File: config.mk
export PLATFORM = sky130hd
export DESIGN_NAME = ser_tx
export DESIGN_NICKNAME = d
export VERILOG_FILES = /design/src/rtl/ser_tx.sv
export SDC_FILE = /design/constraint.sdc
export NUM_CORES = 1
export LEC_CHECK = 0
export ABC_CLOCK_PERIOD_IN_PS = 3000
export CAP_MARGIN = 20
export CORE_MARGIN = 1.5
export CORE_UTILIZATION = 50
export DETAILED_ROUTE_END_ITERATION = 10
export GPL_TIMING_DRIVEN = 1
export PLACE_DENSITY_LB_ADDON = 0.2
export RECOVER_POWER = 25
export SYNTH_ARGS = -nofsm -noshare
export SYNTH_HDL_FRONTEND = slang
export SYNTH_SLANG_ARGS = --single-unit
File: constraint.sdc
create_clock -name clock -period 3 [get_ports clock]
set_input_delay 0.6 -clock clock [delete_from_list [all_inputs] [get_ports clock]]
set_output_delay 0.6 -clock clock [all_outputs]
set_load 0.1 [all_outputs]
File: src/rtl/ser_tx.sv
// ser_tx -- parallel-in, serial-out transmitter for the des deserializer link.
//
// Accepts WIDTH-bit words over a valid/ready handshake into a one-word
// holding buffer, then shifts each word out LSB-first, one bit per clock.
// The three line outputs (dout, enable, load) wire straight to the
// receiver's din, enable and load.
//
// Ports:
//   clock      : single clock, rising edge
//   rst_n      : synchronous active-low reset
//   tx_data    : word to transmit
//   tx_valid   : tx_data is valid
//   tx_ready   : holding buffer empty
//   dout       : serial data line (LSB first)
//   enable     : high for every bit cycle of a frame
//   load       : low for bit cycles 0..WIDTH-2, high on the last bit and in IDLE
//   busy       : frame in progress or a word waiting in the holding buffer
//   frame_cnt  : completed frames, wraps modulo 2^FCNT_W
//   dbg_state  : current FSM state (0 = IDLE, 1 = SHIFT)
//
// Handshake: a word transfers on every rising edge where tx_valid and
// tx_ready are both high. tx_ready depends only on registered state, so
// tx_valid/tx_data never reach an output combinationally; while tx_ready is
// low the inputs are ignored and the producer must hold its word.

module ser_tx #(
  parameter int WIDTH  = 32,
  parameter int FCNT_W = 16
) (
  input  logic              clock,
  input  logic              rst_n,
  input  logic [WIDTH-1:0]  tx_data,
  input  logic              tx_valid,
  output logic              tx_ready,
  output logic              dout,
  output logic              enable,
  output logic              load,
  output logic              busy,
  output logic [FCNT_W-1:0] frame_cnt,
  output logic              dbg_state
);

  localparam int            CW   = $clog2(WIDTH);
  localparam logic [CW-1:0] LAST = CW'(WIDTH - 1);

  typedef enum logic {
    IDLE  = 1'b0,
    SHIFT = 1'b1
  } state_t;

  state_t            state;
  state_t            state_d;
  logic [WIDTH-1:0]  hold;
  logic              hold_full;
  logic [WIDTH-1:0]  shreg;
  logic [CW-1:0]     cnt;

  logic              accept;
  logic              reload;
  logic              advance;
  logic              frame_done;

  // Accept and reload are mutually exclusive: accept needs an empty buffer,
  // reload needs a full one.
  assign accept = tx_valid && !hold_full;

  always_comb begin
    state_d    = state;
    reload     = 1'b0;
    advance    = 1'b0;
    frame_done = 1'b0;
    case (state)
      IDLE: begin
        if (hold_full) begin
          reload  = 1'b1;
          state_d = SHIFT;
        end
      end
      SHIFT: begin
        if (cnt == LAST) begin
          frame_done = 1'b1;
          // A waiting word starts on the very next cycle, so frames abut.
          if (hold_full) begin
            reload = 1'b1;
          end else begin
            state_d = IDLE;
          end
        end else begin
          advance = 1'b1;
        end
      end
      default: state_d = IDLE;
    endcase
  end

  always_ff @(posedge clock) begin
    if (!rst_n) begin
      state     <= IDLE;
      hold      <= '0;
      hold_full <= 1'b0;
      shreg     <= '0;
      cnt       <= '0;
      frame_cnt <= '0;
    end else begin
      state <= state_d;

      if (accept) begin
        hold      <= tx_data;
        hold_full <= 1'b1;
      end else if (reload) begin
        hold_full <= 1'b0;
      end

      if (reload) begin
        shreg <= hold;
        cnt   <= '0;
      end else if (advance) begin
        shreg <= shreg >> 1;
        cnt   <= cnt + 1'b1;
      end

      if (frame_done) begin
        frame_cnt <= frame_cnt + 1'b1;
      end
    end
  end

  // All outputs decode from registers only.
  assign tx_ready  = !hold_full;
  assign enable    = (state == SHIFT);
  assign dout      = (state == SHIFT) && shreg[0];
  // In IDLE load stays high so the receiver's bit counter sits at 0 for the
  // next frame start.
  assign load      = (state == IDLE) || (cnt == LAST);
  assign busy      = (state == SHIFT) || hold_full;
  assign dbg_state = (state == SHIFT);

endmodule

# Word-level counts from Yosys, hierarchy flattened
# Cells that the tools add are included.
# totals
ff_bits	87
elab_cells	32
out_inout_bits	22
input_bits	35
# op_classes
n_reduce_logical	8
n_bitwise	2
n_addsub	2
mux	13
eq_ne	1
# op_table
cell	count
$mux 32	2
$add 16x1->16 const B	1
$mux 1	9
$add 5x1->5 const B	1
$eq 5x5->1 const B	1
$pmux 1 s2	2
$reduce_bool 2->1	2
$logic_and 1x1->1	2
$logic_or 1x1->1	2
$not 1->1	2
$reduce_or 2->1	1
$logic_not 1->1	1

# Depth between registers and ports, before layout
# logic_depth
depth_word	5
ltp_mapped	9
ltp_nobuf	7

# Worst setup path after synthesis
# Ideal clock, no wire load.
# synth_timing
path_kind	flip-flop to output port
start	register state, in the netlist dbg_state
end	output load
path_buffers	2
required_ps	2400
setup_slack_ps	122
stages_incl_launch_ff	5
arrival_ps	2278
cell_sequence	dfxtp_1 > nor2b_1 > buf_2 > inv_2 > clkbuf_1
# synth_via
elab_chain_cells	2
# synth_lines
element	line	source
start: declaration	51	state_t state;
start signal: assignment	105	state <= state_d;
$not 1->1	n/a	
$logic_or 1x1->1	134	assign load = (state == IDLE) || (cnt == LAST);
end: declaration	37	output logic load,
# No other way between the ends.

# Worst setup path in the final report
# layout_timing
start	input rst_n
end	register shreg[12]
# layout_rtl
element	line	source
start: declaration	31	input logic rst_n,
end signal: assignment	115	shreg <= hold;
end signal: assignment	118	shreg <= shreg >> 1;
end: declaration	55	logic [WIDTH-1:0] shreg;
# No word-level cell between the ends.

==> results.md <==
- Status: finished, final reports clean
- Slew at the pin closest to its max-slew limit: 1.18 ns
- Achievable Freq: 0.386 GHz
- Vias in the first global route: 2806
- Sw frac: 25.9%
- Post-Syn Nets: 475
- Mapped Area: 3490 um2
- IO buf count: 56
- Most common cell after layout, fill and taps aside: nand2_1
- Final setup TNS: 0 ns
- Row cnt: 30
- Ys flop type: dfxtp_1
- CP Class: input port to register
- Total CTS buffers: 9
- Clk sinks: 87
- Worst Path Arrival: 2.78 ns
- Yosys top cell by area: dfxtp_1
- Pre-CTS WS: 0.722 ns
- End of the worst register-to-register path: shreg[24]
- VDD IR max: 0.416 mV
- Register area share after synthesis: 49.9%
- Most frequent cells in the layout: 140 x nand2_1, 87 x dfxtp_1, 48 x nor2_1, 41 x a21oi_1, 33 x clkdlybuf4s50_1
- Layout cells sized above 1: 8.25%
- Int Pwr: 1820 uW
- Max_cap viols: 0
- Yosys cell types: 34
- Initial Util: 51.6%
- Cells after Synth: 436
- CP startpoint: rst_n
- Count of final setup violators: 0
- Die Area: 7480 um2
- Post-route minimum period: 2.59 ns
- Wirelength per Cell: 13.2 um
- Cell Pwr Density: 580 nW/um2
- P_leak: 0.00158 uW
- Area grow syn2layout: 21.6%
- Setup repair bufs after CTS: 0
- CP Capture Type: register
- Drt pass-1 iters: 7
- Fin nets: 520
- Post-DRT Antenna Nets: 0
- Clock Tree Buf Depth: 2
- H-tree depth: 3
- Clock transition at the registers of the reported paths: 0.08 ns
- Flip-flop and latch count after synthesis: 87
- Net Sw Power: 637 uW
- Worst rel slew slack: 21.8%
- Cts-stage hold buffer count: 0
- PnR worst setup slack: 0.412 ns
- GP Congestion: 0.873
- Async set-reset flop share out of synthesis: 0%
- Clk root buf: clkbuf_8
- Floorplan core area: 6760 um2
- # IOs: 57
- Synthesis Warnings: 0
- Drt total wl: 7450 um
- Largest net degree at the start of global routing: 51
- Worst min path class: register to register
- Congestion Overflow GR: 0
- Max-slew violation count: 0
- Flop-to-flop setup slack: 0.69 ns
- Crit start category: input port
- Reg-to-Reg Start: cnt[0]
- Logic pwr share: 13.3%
- Starting DRT DRC Count: 147
- Initial antenna violation count: 0
- Worst hold slack: 0.458 ns
- Remaining routing DRC violations: 0
- Power share of the sequential group: 51.6%
- Synth top area share: 49.9%
- Chip Width: 86.5 um
- Clock Skews: 0.0104 ns
- CTS tree: done
- Crit share post-route: 86.3%
- First-pass GRT wire length: 12400 um
- Total GRT Usage: 21.0%
- Height of the chip: 86.5 um
- Required @ worst endpoint: 3.19 ns
- Worst Path Max Fanout: 50
- R2R depth: 8
- Antenna Cells: 0
- Post-synth EDFFs: 0
- Vias per Instance: 5.41
- Worst skew pair latency: 0.36 ns
- Dominant cells by area after synthesis: dfxtp_1 50%, nand2_1 15%, a311oi_1 7.8%, a21oi_1 5.9%, nor2_1 5.2%
- RSZ-0062 raised after global routing: false
- Avg Synthesized Cell Area: 8.00 um2
- Post-DP HPWL: 4760 um
- Vias: 3057
- Final Hold Viols: 0
- Post-CTS resize count: 0
- Clock Power Share: 35.1%
- Crit path capture: shreg[12]
==> power by group through the flow <==
stage	combinational [uW]	sequential, uW	clock [uW]
CTS	331	1270	886
finish	327	1270	864
global route	359	1280	940
global placement	320	1290	0
detailed placement	330	1290	0
floorplan	213	1290	0
==> stage by stage <==
| step | util, % | cell area [um2] | cells | power [uW] |
|---|---|---|---|---|
| after global routing | 62.7 | 4240 | 565 | 2580 |
| after floorplan | - | 3490 | 436 | 1500 |
| final | 62.7 | 4240 | 565 | 2460 |
| after CTS | 63.7 | 4310 | 565 | 2490 |
| after global placement | 60.5 | 4090 | 550 | 1610 |
| after detailed placement | 60.5 | 4090 | 550 | 1620 |
==> final cells by class <==
cell class / instances / area, um2
inverters: 6 / 22.5
clock buffers: 13 / 179
well taps: 80 / 100
repair buffers: 63 / 544
flip-flops and latches: 87 / 1740
fillers: 607 / 2520
clock inverters: 2 / 37.5
multi-input cells: 314 / 1610
==> logic make-up after synthesis <==
kind of cell / share of synthesized area (%)
AO/OA/AOI/OAI: 14.5
XOR/XNOR: 3.52
adder cells (fa/ha/maj): 1.44
buffers and inverters: 3.91
flip-flops: 49.9
AND/OR/NAND/NOR: 26.7
==> worst max-delay path: stages <==
cell and delay (ns):
clkdlybuf4s50_1 0.43, inv_1 0.69, clkbuf_2 0.90, a311oi_1 0.12
==> sequential cells by signal, summed over array words and instances (netlist names) <==
signal,flops
hold_full,1
hold,32
shreg,32
cnt,5
frame_cnt,16
dbg_state,1
==> Yosys cell counts (all sizes together), types with 2 or more instances <==
library cell  count
nor2b             2
ha                4
clkbuf           24
nor2             48
buf               5
nor4              2
nand3             6
or3               2
a311oi           31
a21oi            41
dfxtp            87
inv               6
nand2           141
nor3              5
and4              2
xnor2             7
nand4             6
xor2              7
==> per-layer routing <==
layer / GRT usage, % / routed length (um) / share of wire (%)
met1: 25.8 / 3460 / 46
met2: 34.5 / 3530 / 47
met3: 6.00 / 327 / 4.4
met4: 9.09 / 130 / 1.7
met5: 0 / 0 / 0
==> worst min path at each step <==
stage	to	start	depth (start not counted)	slack, ns
global route	hold[1]	hold[1]	2	0.48
detailed placement	hold[1]	hold[1]	2	0.45
floorplan	hold[0]	hold[0]	2	0.44
finish	hold[1]	hold[1]	2	0.46
CTS	hold[1]	hold[1]	2	0.46
global placement	hold[0]	hold[0]	2	0.45
Power figures use the tool's default switching activity.
